==> config.mk <==
export PLATFORM = sky130hd
export DESIGN_NAME = mem_access_ctrl
export DESIGN_NICKNAME = d
export VERILOG_FILES = /design/src/rtl/mem_access_ctrl.sv
export SDC_FILE = /design/constraint.sdc
export NUM_CORES = 1
export LEC_CHECK = 0
export CAP_MARGIN = 0
export CORE_UTILIZATION = 42
export CTS_BUF_LIST = sky130_fd_sc_hd__clkbuf_2 sky130_fd_sc_hd__clkbuf_4 sky130_fd_sc_hd__clkbuf_8
export DETAILED_ROUTE_END_ITERATION = 7
export GPL_TIMING_DRIVEN = 1
export PLACE_DENSITY = 0.79
export SETUP_SLACK_MARGIN = 0.15
export SYNTH_ARGS = -nofsm -noshare
export SYNTH_HDL_FRONTEND = slang
export SYNTH_SLANG_ARGS = --single-unit
export TNS_END_PERCENT = 30
==> constraint.sdc <==
create_clock -name CLK -period 2.82 [get_ports CLK]
set_input_delay 0.846 -clock CLK [delete_from_list [all_inputs] [get_ports CLK]]
set_output_delay 0.846 -clock CLK [all_outputs]
set_load 0.005 [all_outputs]
==> src/rtl/mem_access_ctrl.sv <==
// mem_access_ctrl: initiator side of a byte-lane data RAM interface.
// Takes one load/store request at a time from the memory stage. It drives per-lane
// enables and write strobes into WidthData/8 byte-wide RAM lanes, each with one-cycle
// registered read latency. Load data is aligned and sign/zero-extended, and every
// access finishes with a one-cycle Done pulse.
//
// Optional feature macro: MISALIGN_CHECK_EN
//   defined   : a misaligned offset, or Size=11 when WidthData=32, completes at once as
//               Error+Done with no lane activity.
//   undefined : offsets are forced to natural alignment, Size=11 on a 32-bit path is
//               treated as word, and Error is always 0.
//
// Ports:
//   CLK, RST      clock; synchronous active-high reset
//   Request       start an access (sampled only in IDLE)
//   Write         1 = store, 0 = load
//   Size          00 byte, 01 half, 10 word, 11 doubleword
//   Unsigned      1 = zero-extend load, 0 = sign-extend
//   AddressIn     byte address
//   StoreData     right-justified store value
//   Busy          high whenever the FSM is not IDLE
//   Done, Error   completion pulse and its error qualifier
//   LoadResult    extended load data, held until the next load completes
//   RAMEnable     per-lane enable (registered)
//   WriteMemory   per-lane write strobe (registered)
//   Address       word address to all lanes (registered)
//   LoadData      store data shifted onto its lanes (registered)
//   OutputRAMMEM  concatenated lane read data
module mem_access_ctrl #(
  parameter int unsigned WidthData     = 32,
  parameter int unsigned RAM_ADDR_BITS = 4,
  parameter int unsigned ADDR_WIDTH    = RAM_ADDR_BITS + $clog2(WidthData / 8)
) (
  input  logic                     CLK,
  input  logic                     RST,
  input  logic                     Request,
  input  logic                     Write,
  input  logic [1:0]               Size,
  input  logic                     Unsigned,
  input  logic [ADDR_WIDTH-1:0]    AddressIn,
  input  logic [WidthData-1:0]     StoreData,
  output logic                     Busy,
  output logic                     Done,
  output logic                     Error,
  output logic [WidthData-1:0]     LoadResult,
  output logic [WidthData/8-1:0]   RAMEnable,
  output logic [WidthData/8-1:0]   WriteMemory,
  output logic [RAM_ADDR_BITS-1:0] Address,
  output logic [WidthData-1:0]     LoadData,
  input  logic [WidthData-1:0]     OutputRAMMEM
);

  localparam int unsigned LANES    = WidthData / 8;
  localparam int unsigned OFF_BITS = $clog2(LANES);

  localparam logic [1:0] IDLE    = 2'd0;
  localparam logic [1:0] ISSUE   = 2'd1;
  localparam logic [1:0] CAPTURE = 2'd2;
  localparam logic [1:0] DONE    = 2'd3;

  logic [1:0]               r_state;
  logic                     r_write;
  logic                     r_unsigned;
  logic                     r_err;
  logic [1:0]               r_size;
  logic [OFF_BITS-1:0]      r_off;
  logic [LANES-1:0]         r_ram_en;
  logic [LANES-1:0]         r_wr_mem;
  logic [RAM_ADDR_BITS-1:0] r_addr;
  logic [WidthData-1:0]     r_ld_data;
  logic [WidthData-1:0]     r_load_result;

  logic [1:0]               w_size_eff;
  logic [OFF_BITS-1:0]      w_off_raw;
  logic [OFF_BITS-1:0]      w_align;
  logic [OFF_BITS-1:0]      w_off;
  logic                     w_illegal;
  logic [31:0]              w_nbytes;
  logic [LANES-1:0]         w_mask;
  logic [WidthData-1:0]     w_store_shift;
  logic [WidthData-1:0]     w_rd_shift;
  logic [31:0]              w_nbits;
  logic                     w_sign;
  logic [WidthData-1:0]     w_load_ext;

  // Request decode: effective size, lane offset, legality and lane mask.
  always_comb begin
    w_size_eff = Size;
    // A 32-bit path has no doubleword; it collapses to word (rejected when checking).
    if (WidthData == 32 && Size == 2'b11) w_size_eff = 2'b10;
    w_off_raw = AddressIn[OFF_BITS-1:0];
    w_nbytes  = 32'd1 << w_size_eff;
    w_align   = OFF_BITS'(w_nbytes - 32'd1);
`ifdef MISALIGN_CHECK_EN
    w_off     = w_off_raw;
    w_illegal = ((w_off_raw & w_align) != '0) || (WidthData == 32 && Size == 2'b11);
`else
    w_off     = w_off_raw & ~w_align;
    w_illegal = 1'b0;
`endif
    w_mask = '0;
    for (int unsigned i = 0; i < LANES; i++) begin
      w_mask[i] = (i >= 32'(w_off)) && (i < 32'(w_off) + w_nbytes);
    end
    w_store_shift = StoreData << {w_off, 3'b000};
  end

  // Load alignment and extension of the captured lane data.
  always_comb begin
    w_rd_shift = OutputRAMMEM >> {r_off, 3'b000};
    w_nbits    = 32'd8 << r_size;
    if (w_nbits > WidthData) w_nbits = WidthData;
    w_sign = 1'b0;
    for (int unsigned i = 0; i < WidthData; i++) begin
      if (i == w_nbits - 32'd1) w_sign = w_rd_shift[i];
    end
    w_sign = w_sign & ~r_unsigned;
    w_load_ext = '0;
    for (int unsigned i = 0; i < WidthData; i++) begin
      w_load_ext[i] = (i < w_nbits) ? w_rd_shift[i] : w_sign;
    end
  end

  always_ff @(posedge CLK) begin
    if (RST) begin
      r_state       <= IDLE;
      r_write       <= 1'b0;
      r_unsigned    <= 1'b0;
      r_err         <= 1'b0;
      r_size        <= 2'b00;
      r_off         <= '0;
      r_ram_en      <= '0;
      r_wr_mem      <= '0;
      r_addr        <= '0;
      r_ld_data     <= '0;
      r_load_result <= '0;
    end else begin
      case (r_state)
        IDLE: begin
          if (Request) begin
            r_write    <= Write;
            r_size     <= w_size_eff;
            r_unsigned <= Unsigned;
            r_off      <= w_off;
            if (w_illegal) begin
              r_err   <= 1'b1;
              r_state <= DONE;
            end else begin
              r_ram_en  <= w_mask;
              r_wr_mem  <= Write ? w_mask : '0;
              r_addr    <= RAM_ADDR_BITS'(AddressIn >> OFF_BITS);
              r_ld_data <= w_store_shift;
              r_state   <= ISSUE;
            end
          end
        end
        ISSUE: begin
          r_ram_en <= '0;
          r_wr_mem <= '0;
          r_state  <= r_write ? DONE : CAPTURE;
        end
        CAPTURE: begin
          r_load_result <= w_load_ext;
          r_state       <= DONE;
        end
        DONE: begin
          r_err   <= 1'b0;
          r_state <= IDLE;
        end
        default: r_state <= IDLE;
      endcase
    end
  end

  assign Busy        = (r_state != IDLE);
  assign Done        = (r_state == DONE);
  assign Error       = r_err;
  assign LoadResult  = r_load_result;
  assign RAMEnable   = r_ram_en;
  assign WriteMemory = r_wr_mem;
  assign Address     = r_addr;
  assign LoadData    = r_ld_data;

endmodule

======== Yosys cells after proc, flatten, opt, wreduce, memory -nomap -nowiden ========
Index checks and enable logic that the tools add are counted.
cells by class
  add/sub/neg operators ................... 3
  magnitude comparators ................... 40
  eq/ne operators ......................... 36
  shifts and indexed selects .............. 4
  muxes and demuxes ....................... 74
  bitwise logic cells ..................... 4
  reductions and logical operators ........ 9
operators by type and width
  kind                                                                           count
  5-bit by 32-bit == test with 1-bit output (first input constant)               16
  5-bit by 32-bit less-than comparator with 1-bit output (first input constant)  16
  4-bit by 32-bit == test with 1-bit output (first input constant)               8
  4-bit by 32-bit less-than comparator with 1-bit output (first input constant)  8
  3-bit by 32-bit == test with 1-bit output (first input constant)               4
  1-bit by 32-bit less-than comparator with 1-bit output (first input constant)  4
  2-bit by 32-bit less-than comparator with 1-bit output (first input constant)  4
  3-bit by 32-bit less-than comparator with 1-bit output (first input constant)  4
  1-bit two-way mux                                                              65
  2-bit by 32-bit == test with 1-bit output (first input constant)               2
  2-bit by 32-bit adder with 32-bit output                                       1
  1-bit by 32-bit == test with 1-bit output (first input constant)               1
  32-bit by 6-bit > comparator with 1-bit output (second input constant)         1
  32-bit logical NOT                                                             1
  32-bit two-way mux                                                             1
  1-bit by 2-bit << shifter with 32-bit output (first input constant)            1
  32-bit by 5-bit << shifter with 32-bit output                                  1
  4-bit by 2-bit << shifter with 32-bit output (first input constant)            1
  32-bit by 5-bit right shift with 32-bit output                                 1
  32-bit by 1-bit subtractor with 32-bit output (second input constant)          1
  4-bit one-hot mux with 2 select lines                                          2
  4-bit two-way mux                                                              3
  2-bit one-hot mux with 4 select lines                                          1
  2-bit == test (second input constant)                                          3
  14 further kinds                                                               20
storage, ports and cells
  register bits after elaboration ......... 84
  input port bits ......................... 77
  output and inout bits ................... 79
  word-level logic and storage cells ...... 180

======== Logic depth before layout (Yosys ltp) ========
  depth in word-level cells ............... 39
  mapped depth ............................ 12
  depth with buffers taken out ............ 10

======== Worst setup path before layout ========
OpenSTA, ideal clock, no wires.
  path type ............................... input -> register
  start point ............................. in Size[1]
  end point ............................... reg r_wr_mem[0] (netlist: WriteMemory[0])
  library setup time ...................... 128 ps
  arrival time ............................ 2573 ps
  required time ........................... 2692 ps
  slack ................................... 120 ps
  stages .................................. 11
  buffers on the path ..................... 3
  cell sequence ........................... buf_2 or3b_1 buf_2 clkinv_2 buf_2 ha_1 a211o_1 a21oi_1 o21ai_0 a32oi_1 nor2_1
between the ends
  cells in the longest elaborated chain, start to end .. 12
  elaborated cells between the ends (all ways) .. 13
  those cells by class .................... add/sub (2); order compare (2); eq/ne (1); shift (1); mux (4); bitwise (2); reduce/logical (1)
ends and longest elaborated chain
  what                                                    RTL line  source
  start, declared                                         38        input logic [1:0] Size,
  2-bit == test                                           90        if (WidthData == 32 && Size == 2'b11) w_size_eff = 2'b10;
  2-bit two-way mux (*)                                   90
  1-bit by 2-bit << shifter with 32-bit output (*)        92        w_nbytes = 32'd1 << w_size_eff;
  2-bit by 1-bit subtractor with 2-bit output (*)         93        w_align = OFF_BITS'(w_nbytes - 32'd1);
  2-bit NOT (*)                                           98        w_off = w_off_raw & ~w_align;
  2-bit AND (*)                                           98
  named net w_off[0]                                      76        logic [OFF_BITS-1:0] w_off;
  2-bit by 32-bit adder with 32-bit output                103       w_mask[i] = (i >= 32'(w_off)) && (i < 32'(w_off) + w_nbytes);
  1-bit by 32-bit less-than comparator with 1-bit output  103
  1-bit logical AND (*)                                   103
  4-bit two-way mux (*)                                   150       r_wr_mem <= Write ? w_mask : '0;
  4-bit two-way mux (*)                                   140       if (Request) begin
  4-bit one-hot mux with 2 select lines (*)               138       case (r_state)
  end signal, assigned                                    150
  end, declared                                           68        logic [LANES-1:0] r_wr_mem;
Mark *: on every way through the listed nets, which the timed path passes. The rest lies on a longest branch. The select of a mux whose other input is x is not followed.
A chain may end at the register's enable or synchronous reset.

======== Final worst setup path ========
  start point ............................. reg r_state[1]
  end point ............................... out Busy
between the ends
  cells in the longest elaborated chain, start to end .. 1
ends and longest elaborated chain
  what                    RTL line  source
  start, declared         61        logic [1:0] r_state;
  start signal, assigned  160       r_state <= r_write ? DONE : CAPTURE;
  2-bit nonzero test      175       assign Busy = (r_state != IDLE);
  end, declared           42        output logic Busy,
No other way between the ends.

==> metrics.log <==
[metrics] Setup TNS: 0 ns
[metrics] hold-fix buffer count after cts: 0
[metrics] CP cell instances: inv_1 > ha_1 > inv_1 > clkdlybuf4s50_1
[metrics] vias in the first global route: 4213
[metrics] initial antenna violation count: 0
[metrics] worst reg2reg path endpoint: LoadResult[29]
[metrics] leakage: about 2.3 nW
[metrics] worst hold path endpoint: Address[0]
[metrics] Hold Path Origin: Address[0]
[metrics] H-tree lvl count: 3
[metrics] All-Layer GR Usage: about 25%
[metrics] 1st-iter DRT viols: 223
[metrics] path type of the worst setup path: flip-flop to output pin
[metrics] IO buf count: 154
[metrics] number of violations of the max-capacitance limit: 0
[metrics] gr ovfl total: 0
[metrics] Die X: 103 um
[metrics] Final Slew Violations: 0
[metrics] Placement Rows: 36
[metrics] number of synthesized flops with an enable pin: 0
[metrics] register area: ~0.0017 mm2
[metrics] final critical-path setup slack: ~0.27 ns
[metrics] buffer depth of the longest clock path: 2
[metrics] Clock Tree Root: sky130_fd_sc_hd__clkbuf_8
[metrics] crit path buf inv count: 3
[metrics] num ports: 156
[metrics] post-route clock skew: 0.00895 ns
[metrics] Worst Reg-to-Reg Cells: 11
[metrics] remaining design rule violation count: 0
[metrics] first-pass iteration count of the detailed router: 5
[metrics] Post-Route Hold Slack: 0.458 ns
[metrics] post-synthesis cell count: 552
[metrics] most area-consuming cells after synthesis: sky130_fd_sc_hd__dfxtp_1 39%, sky130_fd_sc_hd__nand2_1 11%, sky130_fd_sc_hd__a21oi_1 6.7%, sky130_fd_sc_hd__nor2_1 6.3%, sky130_fd_sc_hd__a311oi_2 3.8%
[metrics] Slew @ Worst Pin: around 0.90 ns
[metrics] cell type contributing the most total cell area after synthesis: sky130_fd_sc_hd__dfxtp_1
[metrics] Final Critical Period: 2.55 ns
[metrics] top cell family by delay on the critical path: buffers and inverters
[metrics] area of all placed cells without fillers: 0.00627 mm2
[metrics] clock tree from TritonCTS: done
[metrics] die outline area: ~0.011 mm2
[metrics] highest-delay cell along the critical path: sky130_fd_sc_hd__clkdlybuf4s50_1
[metrics] average via count per standard cell: 5.40
[metrics] startpoint of the most critical register-to-register path: r_size[1]
[metrics] Hold WC Path Type: flip-flop to flip-flop
[metrics] number of buffers inserted during clock tree synthesis: 9
[metrics] kind of end point of the critical path: output pin
[metrics] peak fanout along the critical path: 6
[metrics] post-DR wirelength/cell: 15.6 um
[metrics] Hold Fails Final Rpt: 0
[metrics] via count: 4513
[metrics] Area growth, synth to finish: 45.6%
[metrics] count of antenna diodes in the layout: 0
[metrics] cell area after synthesis: roughly 0.0043 mm2
[metrics] register area share after synthesis: between 30 and 40%
[metrics] layout filler cell count: 825
[metrics] Die Ht: 103 um
[metrics] post-CTS repair timing setup buffer count: 0
[metrics] number of failing setup endpoints in the final timing report: 0
[metrics] most frequent cell on the critical path: sky130_fd_sc_hd__inv_1
[metrics] maximum VDD drop: 0.418 mV
[metrics] fin cells: 836
[metrics] instance count after placement with tap cells included: 821
[metrics] most repeated cell in the gate-level netlist after synthesis: sky130_fd_sc_hd__nand2_1
[metrics] pin count of the biggest net entering global routing: 58
[metrics] count of state elements after synthesis: 84
[metrics] footprint of the multi-input gates: 0.00243 mm2
[metrics] worst endpoint required time: 1.97 ns
[metrics] slack of the worst reg-to-reg path: 0.35 ns
[metrics] total core area: a little under 0.01 mm2
[metrics] top post-synthesis cells by count: 127 x sky130_fd_sc_hd__nand2_1, 84 x sky130_fd_sc_hd__dfxtp_1, 72 x sky130_fd_sc_hd__nor2_1
[metrics] RSZ-0062 raised after global routing: false
[metrics] leading register cell type out of synthesis: sky130_fd_sc_hd__dfxtp_1
[metrics] drt total wl: about 13000 um
[metrics] clock transition time at the flip-flop clock pins of the worst setup and hold paths: 0.09 ns
[metrics] share of Yosys cell area claimed by the top area cell type: about 39%
[metrics] power density relative to cell area: 773 mW/mm2
[metrics] fraction of final layout cells sized beyond drive strength 1: between 10% and 20%
[metrics] worst setup slack after placement: -0.0136 ns
[metrics] Relative slew margins: around two fifths
[metrics] fraction of registers with async set or reset after synthesis: 0%
[metrics] Final period util: 90.5%
[metrics] clock tree sinks: 84
[metrics] result of the run: finished clean
[metrics] syn avg cell area: a little under 8 um2
[metrics] count of cells along the worst hold path: 2
[metrics] synth unique cells: 43
[metrics] gpl congestion: 0.965
[metrics] f_max: approximately 390 MHz
[metrics] initial core utilization: 43.7%
[metrics] post-route ant nets: 0
[metrics] clock latency on the worst-skew pair: 0.35 ns
[metrics] final-stage net count: ~780
[metrics] DP HPWL: 9310 um
[metrics] total of warnings raised by yosys: 0
[metrics] standard cell area after detailed placement: 0.00603 mm2
[metrics] Worst Setup Start Kind: flip-flop
[metrics] Critical Path Max Stage Delay: 0.50 ns
[metrics] data arrival time of the worst path: 1.71 ns
[metrics] first-pass GRT wire length: 20600 um
[worst max path at each step]
| stage | startpoint | cells after the start | end |
|---|---|---|---|
| final | r_state[1] | 4 | Busy |
| after global routing | r_size[1] | 11 | LoadResult[17] |
| after CTS | r_size[1] | 10 | LoadResult[11] |
| after detailed placement | Size[0] | 9 | WriteMemory[0] |
| after global placement | AddressIn[0] | 9 | WriteMemory[0] |
| after floorplan | Size[1] | 11 | WriteMemory[0] |
[logic make-up after synthesis]
logic type | Yosys count | synth area share [%]
AND/OR/NAND/NOR | 248 | 24.0
other | 2 | 0.174
multiplexers | 25 | 6.07
AO/OA/AOI/OAI | 132 | 22.7
buffers and inverters | 51 | 5.32
XOR/XNOR | 2 | 0.407
flip-flops | 84 | 39.0
adder cells (fa/ha/maj) | 8 | 2.32
[cell usage in the layout, fill, tap and decap left out, types with 2 or more instances in the layout]
cell type | synthesis | routed
sky130_fd_sc_hd__nand3_1 | 25 | 25
sky130_fd_sc_hd__nand3b_1 | 3 | 3
sky130_fd_sc_hd__o21ai_0 | 10 | 10
sky130_fd_sc_hd__ha_1 | 8 | 6
sky130_fd_sc_hd__xnor2_1 | 2 | 2
sky130_fd_sc_hd__buf_4 | 2 | 21
sky130_fd_sc_hd__dfxtp_2 | 0 | 2
sky130_fd_sc_hd__dfxtp_1 | 84 | 82
sky130_fd_sc_hd__a22oi_1 | 13 | 13
sky130_fd_sc_hd__a32oi_1 | 3 | 3
sky130_fd_sc_hd__buf_12 | 0 | 2
sky130_fd_sc_hd__nor3_1 | 4 | 4
sky130_fd_sc_hd__a311oi_1 | 13 | 13
sky130_fd_sc_hd__bufinv_16 | 0 | 2
sky130_fd_sc_hd__o211ai_4 | 1 | 2
sky130_fd_sc_hd__mux2i_1 | 16 | 16
sky130_fd_sc_hd__nand2b_1 | 3 | 3
sky130_fd_sc_hd__ha_2 | 0 | 2
sky130_fd_sc_hd__a211oi_1 | 7 | 7
sky130_fd_sc_hd__nand2_1 | 127 | 127
sky130_fd_sc_hd__clkbuf_8 | 0 | 10
sky130_fd_sc_hd__inv_1 | 7 | 7
sky130_fd_sc_hd__conb_1 | 2 | 3
sky130_fd_sc_hd__a221oi_1 | 8 | 8
sky130_fd_sc_hd__nor2b_1 | 9 | 9
sky130_fd_sc_hd__mux2_2 | 9 | 9
sky130_fd_sc_hd__nor2_1 | 72 | 71
sky130_fd_sc_hd__a311oi_2 | 11 | 11
sky130_fd_sc_hd__a21oi_1 | 58 | 58
sky130_fd_sc_hd__clkdlybuf4s50_1 | 0 | 153
sky130_fd_sc_hd__clkinv_4 | 0 | 2
[stage by stage]
stage,power (mW),util [%]
final,4.84,63.5
after global routing,5.17,63.5
after CTS,4.83,63.3
after detailed placement,3.87,61.1
after global placement,3.82,61.1
after floorplan,2.85,-
[sequential cells by signal, indices dropped and copies added (netlist names)]
register	cells
Address	4
r_size	2
r_off	2
LoadData	32
RAMEnable	4
r_write	1
LoadResult	32
r_unsigned	1
WriteMemory	4
r_state	2
[final cells by class]
cell class	instances	share of cell area [%]
Clock buffer	11	2.32
Sequential cell	84	26.9
Timing Repair Buffer	177	27.7
Clock inverter	4	1.18
Tap cell	133	2.65
Multi-Input combinational cell	418	38.7
Inverter	9	0.619
[worst min-delay path: cells and delay by family, from the launching register on]
| kind | cells | cell delay [ns] |
|---|---|---|
| and+or+nand+nor | 1 | 0.05 |
| DFF | 1 | 0.32 |
| AOI/OAI and AO/OA | 1 | 0.05 |
[routing by layer]
| layer | GRT usage, % | vias up | part of all wire [%] |
|---|---|---|---|
| met5 | 0 | - | 0 |
| met4 | 8.23 | 0 | 1.1 |
| met3 | 5.58 | 12 | 9.1 |
| met2 | 40.4 | 232 | 46 |
| met1 | 32.3 | 2065 | 44 |
| li1 | - | 2204 | - |
[power breakdown]
group | total [mW] | internal, mW | leakage (nW) | switching (mW)
Sequential | 1.68 | 1.49 | 0.686 | 0.190
Combinational | 2.21 | 1.11 | 1.48 | 1.10
Clock | 0.955 | 0.529 | 0.113 | 0.426
[repair_timing]
action,CTS,global route
gates resized for setup,0,6
setup endpoints to repair,0,24
endpoints found under the hold margin,0,0
Power figures use the tool's default switching activity.
